`config.mk`:
```
export PLATFORM = sky130hd
export DESIGN_NAME = sevenseg_scan_driver
export DESIGN_NICKNAME = d
export VERILOG_FILES = /design/src/rtl/sevenseg_scan_driver.sv
export SDC_FILE = /design/constraint.sdc
export NUM_CORES = 1
export LEC_CHECK = 0
export BUFFER_PORTS_ARGS = -buffer_cell sky130_fd_sc_hd__buf_4
export CORE_MARGIN = 4
export CORE_UTILIZATION = 45
export CTS_BUF_LIST = sky130_fd_sc_hd__clkbuf_16
export CTS_CLUSTER_DIAMETER = 40
export DETAILED_ROUTE_END_ITERATION = 8
export MAX_ROUTING_LAYER = met4
export SYNTH_ARGS = -nofsm -noshare
export SYNTH_HDL_FRONTEND = slang
export SYNTH_SLANG_ARGS = --single-unit
```
`constraint.sdc`:
```
create_clock -name clk -period 4.5 [get_ports clk]
set_input_delay 0.9 -clock clk [delete_from_list [all_inputs] [get_ports clk]]
set_output_delay 0.9 -clock clk [all_outputs]
set_load 0.02 [all_outputs]
```
`src/rtl/sevenseg_scan_driver.sv`:
```
// sevenseg_scan_driver
//   Time-multiplexed driver for a DIGITS-wide 7-segment display. Holds a hex
//   word, scans one digit per slot of CLK_DIV cycles and decodes each nibble
//   to segments a..g. Adds per-digit decimal points, leading-zero blanking,
//   a dead time with all anodes off at the start of each slot (ghost
//   suppression), and frame-aligned updates so a digit never tears.
//
// Ports
//   clk         in   system clock, rising edge
//   rst_n       in   asynchronous active-low reset
//   load        in   strobe: capture value/dp_in this cycle
//   value       in   [4*DIGITS-1:0] hex nibbles, [3:0] = digit 0 (rightmost)
//   dp_in       in   [DIGITS-1:0] decimal point per digit, 1 = lit
//   blank       in   1 = all digits dark (scan keeps running)
//   seg         out  [6:0] {a,b,c,d,e,f,g}, polarity per SEG_ACT_LOW
//   dp          out  decimal point, polarity per SEG_ACT_LOW
//   an          out  [DIGITS-1:0] digit enables, polarity per AN_ACT_LOW
//   frame_done  out  1-cycle pulse after each frame boundary
module sevenseg_scan_driver #(
  parameter int DIGITS      = 4,
  parameter int CLK_DIV     = 1000,
  parameter int DEAD_CYC    = 16,
  parameter bit SEG_ACT_LOW = 1'b0,
  parameter bit AN_ACT_LOW  = 1'b1,
  parameter bit LZ_BLANK    = 1'b1
) (
  input  logic                  clk,
  input  logic                  rst_n,
  input  logic                  load,
  input  logic [4*DIGITS-1:0]   value,
  input  logic [DIGITS-1:0]     dp_in,
  input  logic                  blank,
  output logic [6:0]            seg,
  output logic                  dp,
  output logic [DIGITS-1:0]     an,
  output logic                  frame_done
);

  localparam int IDX_W   = (DIGITS > 1)  ? $clog2(DIGITS)  : 1;
  localparam int PRESC_W = (CLK_DIV > 1) ? $clog2(CLK_DIV) : 1;

  localparam logic [PRESC_W-1:0] PRESC_MAX = PRESC_W'(CLK_DIV - 1);
  localparam logic [PRESC_W-1:0] DEAD_END  = PRESC_W'(DEAD_CYC);
  localparam logic [IDX_W-1:0]   IDX_MAX   = IDX_W'(DIGITS - 1);

  // Pin levels that mean "off"; active-high levels are XORed with these.
  localparam logic [6:0]        SEG_OFF = {7{SEG_ACT_LOW}};
  localparam logic [DIGITS-1:0] AN_OFF  = {DIGITS{AN_ACT_LOW}};

  function automatic logic [6:0] hex_to_seg(input logic [3:0] nib);
    logic [6:0] s;
    case (nib)
      4'h0: s = 7'h7E;
      4'h1: s = 7'h30;
      4'h2: s = 7'h6D;
      4'h3: s = 7'h79;
      4'h4: s = 7'h33;
      4'h5: s = 7'h5B;
      4'h6: s = 7'h5F;
      4'h7: s = 7'h70;
      4'h8: s = 7'h7F;
      4'h9: s = 7'h7B;
      4'hA: s = 7'h77;
      4'hB: s = 7'h1F;
      4'hC: s = 7'h4E;
      4'hD: s = 7'h3D;
      4'hE: s = 7'h4F;
      default: s = 7'h47;
    endcase
    return s;
  endfunction

  logic [PRESC_W-1:0]  presc_q, presc_d;
  logic [IDX_W-1:0]    idx_q, idx_d;
  logic [4*DIGITS-1:0] pend_val_q, pend_val_d;
  logic [DIGITS-1:0]   pend_dp_q, pend_dp_d;
  logic                pend_flag_q, pend_flag_d;
  logic [4*DIGITS-1:0] active_val_q, active_val_d;
  logic [DIGITS-1:0]   active_dp_q, active_dp_d;
  logic [6:0]          seg_q, seg_d;
  logic                dp_q, dp_d;
  logic [DIGITS-1:0]   an_q, an_d;
  logic                frame_done_q, frame_done_d;

  logic                tick;
  logic                boundary;
  logic [3:0]          nib;
  logic                dp_sel;
  logic [DIGITS-1:0]   an_sel;
  logic                upper_zero;
  logic                lit;
  logic                lz_hit;

  // Scan timing
  always_comb begin
    tick     = (presc_q == PRESC_MAX);
    boundary = tick && (idx_q == IDX_MAX);
    presc_d  = tick ? '0 : presc_q + PRESC_W'(1);
    idx_d    = idx_q;
    if (tick) begin
      idx_d = (idx_q == IDX_MAX) ? '0 : idx_q + IDX_W'(1);
    end
  end

  // Pending/active double buffer. Active only moves on a frame boundary so a
  // frame always shows one consistent word; a load coinciding with the
  // boundary bypasses the pending stage.
  always_comb begin
    pend_val_d   = pend_val_q;
    pend_dp_d    = pend_dp_q;
    pend_flag_d  = pend_flag_q;
    active_val_d = active_val_q;
    active_dp_d  = active_dp_q;
    if (load) begin
      pend_val_d = value;
      pend_dp_d  = dp_in;
    end
    if (boundary) begin
      pend_flag_d = 1'b0;
      if (load) begin
        active_val_d = value;
        active_dp_d  = dp_in;
      end else if (pend_flag_q) begin
        active_val_d = pend_val_q;
        active_dp_d  = pend_dp_q;
      end
    end else if (load) begin
      pend_flag_d = 1'b1;
    end
  end

  // Slot output, computed from the current scan position and registered.
  always_comb begin
    nib        = 4'h0;
    dp_sel     = 1'b0;
    an_sel     = '0;
    upper_zero = 1'b1;
    for (int i = 0; i < DIGITS; i++) begin
      if (idx_q == IDX_W'(i)) begin
        nib       = active_val_q[i*4 +: 4];
        dp_sel    = active_dp_q[i];
        an_sel[i] = 1'b1;
      end
      // Leading-zero test: this digit and every more-significant one are 0.
      if ((IDX_W'(i) >= idx_q) && (active_val_q[i*4 +: 4] != 4'h0)) begin
        upper_zero = 1'b0;
      end
    end
    lit          = (presc_q >= DEAD_END) && !blank;
    lz_hit       = LZ_BLANK && (idx_q != '0) && upper_zero;
    seg_d        = ((lit && !lz_hit) ? hex_to_seg(nib) : 7'h00) ^ SEG_OFF;
    dp_d         = (lit && dp_sel) ^ SEG_ACT_LOW;
    an_d         = (lit ? an_sel : '0) ^ AN_OFF;
    frame_done_d = boundary;
  end

  always_ff @(posedge clk or negedge rst_n) begin
    if (!rst_n) begin
      presc_q      <= '0;
      idx_q        <= '0;
      pend_val_q   <= '0;
      pend_dp_q    <= '0;
      pend_flag_q  <= 1'b0;
      active_val_q <= '0;
      active_dp_q  <= '0;
      seg_q        <= SEG_OFF;
      dp_q         <= SEG_ACT_LOW;
      an_q         <= AN_OFF;
      frame_done_q <= 1'b0;
    end else begin
      presc_q      <= presc_d;
      idx_q        <= idx_d;
      pend_val_q   <= pend_val_d;
      pend_dp_q    <= pend_dp_d;
      pend_flag_q  <= pend_flag_d;
      active_val_q <= active_val_d;
      active_dp_q  <= active_dp_d;
      seg_q        <= seg_d;
      dp_q         <= dp_d;
      an_q         <= an_d;
      frame_done_q <= frame_done_d;
    end
  end

  assign seg        = seg_q;
  assign dp         = dp_q;
  assign an         = an_q;
  assign frame_done = frame_done_q;

endmodule

```
Yosys cells after proc, flatten, opt, wreduce, memory -nomap -nowiden. Memories as Yosys holds them, arrays and structs flattened. Index checks and enable logic that the tools add are counted.

Register bits after elaboration: 66. Latch bits: 0. Bits in writable memories: 0. ROM bits: 112. Output and inout port bits: 13. Logic and storage cells: 70. Memories: 1.

$add $sub $neg: 2. Multipliers: 0. Div/mod/pow operators: 0. Magnitude comparators: 5. Equality and inequality tests: 4. Shift operators: 0. Multiplexer cells: 26. Bitwise logic cells: 1. Reductions and logical operators: 20.

Memory list: (no name shown) (words 16, width 7, rd ports 1, clocked after Yosys merged registers in 0, write ports 0, line 52) `case (nib)`.

Operator list (count): 2-to-1 mux 16 bit (2); 2-to-1 mux 4 bit (7); nonzero test 4 bit (4); 2-to-1 mux 1 bit (14); adder 10 x 1 -> 10 bit, second input constant (1); == test 10 bit, second input constant (1); greater-or-equal comparator 10 x 5 -> 1 bit, second input constant (1); 2-to-1 mux 10 bit (1); logical AND 1 bit (9); 2-to-1 mux 7 bit (1); nonzero test 2 bit (3); == test 2 bit, second input constant (2); greater-or-equal comparator 1 x 2 -> 1 bit, first input constant (2); greater-or-equal comparator 2 bit, first input constant (2); inverter 4 bit (1); adder 2 x 1 -> 2 bit, second input constant (1); == test 2 x 1 -> 1 bit, second input constant (1); zero test 1 bit (2); zero test 2 bit (1); 2-to-1 mux 2 bit (1); AND reduction 2 bit (1).

Longest topological paths before layout.
Depth after elaboration: 10. Gate-level depth with buffers: 11. Depth with buffers taken out: 10.

Least setup slack after synthesis. Ideal clock, no wire load.

Kind: flip-flop to flip-flop. Start point: reg idx_q[0]. End point: reg seg_q[3], in the netlist seg[3]. Setup time: 0.138 ns. Arrival time: 1.986 ns. Setup slack: 2.377 ns. Stages on the path, launching flop included: 11. Clock period less this slack: 2.123 ns. Path through: dfrtp_1 ha_1 buf_4 inv_1 o22ai_1 a31oi_1 inv_1 ha_1 a21oi_1 a32oi_1 nor2_1.

Cells in the longest elaborated chain, start to end: 10. Elaborated cells between the ends (all ways): 26. Classes of those cells: order compare: 4; eq/ne: 3; mux: 9; reduce/logical: 9; memory: 1.

Ends and longest elaborated chain: from (decl) (line 74) `logic [IDX_W-1:0] idx_q, idx_d;`; from (signal assigned) (line 172) `idx_q <= idx_d;`; parallel branches: the longest is 9 deep, another holds memory read (16 x 7 bit); 2-to-1 mux 7 bit * (line 151) `seg_d = ((lit && !lz_hit) ? hex_to_seg(nib) : 7'h00) ^ SEG_OFF;`; net seg_d[3] (line 80) `logic [6:0] seg_q, seg_d;`; to (signal assigned) (line 178) `seg_q <= seg_d;`; to (decl) (line 80).

Mark *: on every way through the listed nets, which the timed path passes. A chain may end at the register's enable or synchronous reset.

Worst setup path in the final report.
Start point: reg idx_q[1]. End point: reg seg_q[3], in the netlist seg[3].

Same word-level chain as after synthesis.

==> flow_summary.yaml <==
sta:
  slew_violations: 0
  hold_viol: 0
  period_share: 0.564
  tightestPinTransition_ps: 986
  fmax_mhz: 394
  fin_crit_ps: 2540
  grt_setup_unrepaired: "no"
  finalWorstSetupSlack_ps: 1960
  finalSetupViolCount: 0
  fin_setup_tns_ps: 0
  clock_skew_ps: 7.74
  timing.slew.headroom: 0.341
critical_path:
  cpLargestDelayFamily: "adder cells"
  slowest_stage: "ha_1"
  crit_fanout: 14
  reg2regPathDepth: 9
  critical_path.most_common_cell: "ha_1"
  cp-end-kind: "register"
  critical_path_arrival_ps: 2720
  cp-start-kind: "register"
  crit_chain: "ha_1 > nand2b_1 > o22ai_1 > a31oi_1 > inv_1 > ha_1 > a21oi_1 > a32oi_1 > nor2_1"
  critical_path_buf_inv_count: 1
  path_class: "reg2reg"
  crit_required_ps: 4680
  crit_path_max_incr_delay_ps: 470
  cp.depth: 9
route:
  ant_nets: 0
  dr_total_vias: 1872
  wire_per_inst_um: 14.8
  drc_errors: 0
  finalWirelength_um: 5390
  drt-vias-per-instance: 5.14
  dr.pass1.iters: 4
  drt-initial-drc-count: 86
min_path:
  min_path_type: "reg2reg"
  hold_path_depth: 1
cts:
  htreeDepth: 3
  cts-root-buf: "clkbuf_16"
  ctsHoldBuffers: 0
  cts_tree: "built"
  cts_buffer_depth: 2
  clock_latency_ps: 320
  post_cts_buffers: 0
  numCtsBuffers: 9
  cts_resized: 0
  cts_sinks: 66
  clkSlewWorstSetupHoldPaths_ps: 50
final_layout:
  layout_common_cells: "62 x dfrtp_1, 36 x buf_4, 35 x mux2_2, 17 x nor2_1, 16 x nand2_1"
  fin_cells: 364
  drive_above_1_share: 0.328
  syn2layout_area_growth_pct: 19.8
  utilization: 0.564
  nFillCells: 546
  nNetsFinal: 319
  diodes: 0
  layout_commonest_cell: "dfrtp_1"
power:
  total_power_mw: 1.33
  clkPwrFrac: 0.483
  p_sw_frac: 0.199
  seqPwrFrac: 0.465
  p_sw_mw: 0.265
  power_density_nw_per_um2: 368
  combPwrFrac: 0.052
  power_leakage_nw: 1.70
  vdd_drop_max_mv: 0.198
  power.internal_mw: 1.07
synthesis:
  synth-seq-cells: 66
  synth.yosys.warnings: 0
  async_flop_share: 1.00
  synth.area.top_cells: "dfrtp_1 51%, mux2_2 13%, ha_1 5.4%, dfstp_2 3.5%, nor2_1 2.1%"
  ys.flop_type: "dfrtp_1"
  synthCells: 243
  synth.avg_cell_area_um2: 12.4
  synth.distinct_cells: 45
  netlist_area_um2: 3020
  synth_edf_count: 0
  synthesis.nets: 280
  yosysTopAreaCell: "dfrtp_1"
  ys_seq_area_frac: 0.548
  netlist.area_leader.share: 0.513
global_route:
  grt_max_degree: 67
  antenna_found_initial: 0
  grt_use_total: 0.151
  overflow: 0
  grt_pass1_wl_um: 9580
  first_global_vias: 1961
place:
  dp_hpwl_um: 3730
  finalWeightedCongestion: 0.838
  dp_cells: 348
  pre_cts_slack_ps: 1700
  port_buffers: 36
die:
  die_w_um: 89.9
  die_h_um: 89.9
  core_area_um2: 6420
  ios: 37
  fp-row-count: 29
  initial_core_util: 0.470
  dieArea_um2: 8090
run:
  maxCapViolCount: 0
outcome:
  status: "finished clean"
## layer usage
metal	up-vias	global-route usage	part of all wire
met3	8	0.0451	0.048
met1	889	0.203	0.49
met4	0	0.0740	0.017
met2	36	0.207	0.45
met5	-	-	0
li1	939	-	-
## state kept, by name, summed over array words and instances (netlist names)
name / count
idx_q: 2
dp: 1
an: 4
frame_done: 1
active_val_q: 16
active_dp_q: 4
seg: 7
pend_val_q: 16
pend_flag_q: 1
presc_q: 10
pend_dp_q: 4
## synthesized netlist by cell type (2+ instances only)
library cell and instances:
and2_1 3, nand2_1 16, nor2b_1 3, xor2_1 4, a211oi_2 2, nand3_1 7
xnor2_1 2, ha_1 13, o21ai_1 2, nor4_1 3, and3_1 2, a221oi_1 3
dfrtp_1 62, buf_2 2, o21ai_0 7, a211oi_1 2, mux2_1 5, buf_4 2
mux2_2 35, clkbuf_1 3, nand3b_1 4, inv_1 11, dfstp_2 4, a21oi_1 6
nor2_1 17, nand2b_1 4
## cell families after synthesis
logic type / share of synthesized area
xor gates and xnor gates: 0.0174
buffers and inverters: 0.0294
muxes: 0.157
adders and majority gates: 0.0538
and+or+nand+nor: 0.111
DFF: 0.548
AOI/OAI and AO/OA: 0.0824
## power by group through the flow
stage	Combinational, mW	Sequential [mW]	Clock [mW]
6_report	0.0694	0.621	0.644
5_1_grt	0.0786	0.622	0.692
3_5_place_dp	0.0718	0.631	0
4_1_cts	0.0720	0.621	0.660
2_1_floorplan	0.0285	0.634	0
3_3_place_gp	0.0713	0.630	0
## final cells by class
| class | count | area [um^2] | area share |
|---|---|---|---|
| clock buffers | 9 | 225 | 0.0622 |
| repair buffers | 36 | 270 | 0.0746 |
| inverters | 11 | 41.3 | 0.0114 |
| well taps | 77 | 96.3 | 0.0266 |
| clock inverters | 7 | 55.1 | 0.0152 |
| flip-flops and latches | 66 | 1660 | 0.457 |
| multi-input cells | 158 | 1280 | 0.352 |
## per-stage QoR
| step | cell area [um^2] | hold WS (ps) |
|---|---|---|
| after floorplan | 3020 | 443 |
| after global placement | 3340 | 460 |
| after CTS | 3620 | 495 |
| final | 3620 | 490 |
| after detailed placement | 3340 | 485 |
| after global routing | 3620 | 505 |
## worst paths after layout
kind / start / endpoint / slack [ps]
min: presc_q[0] / presc_q[0] / 490
min in group asynchronous: rst_n / pend_dp_q[1] / 670
max in group asynchronous: rst_n / presc_q[1] / 3320
max: idx_q[1] / seg[3] / 1960
min reg2reg: presc_q[0] / presc_q[0] / 490
max reg2reg: idx_q[1] / seg[3] / 1960
(Power assumes the default switching activity.)
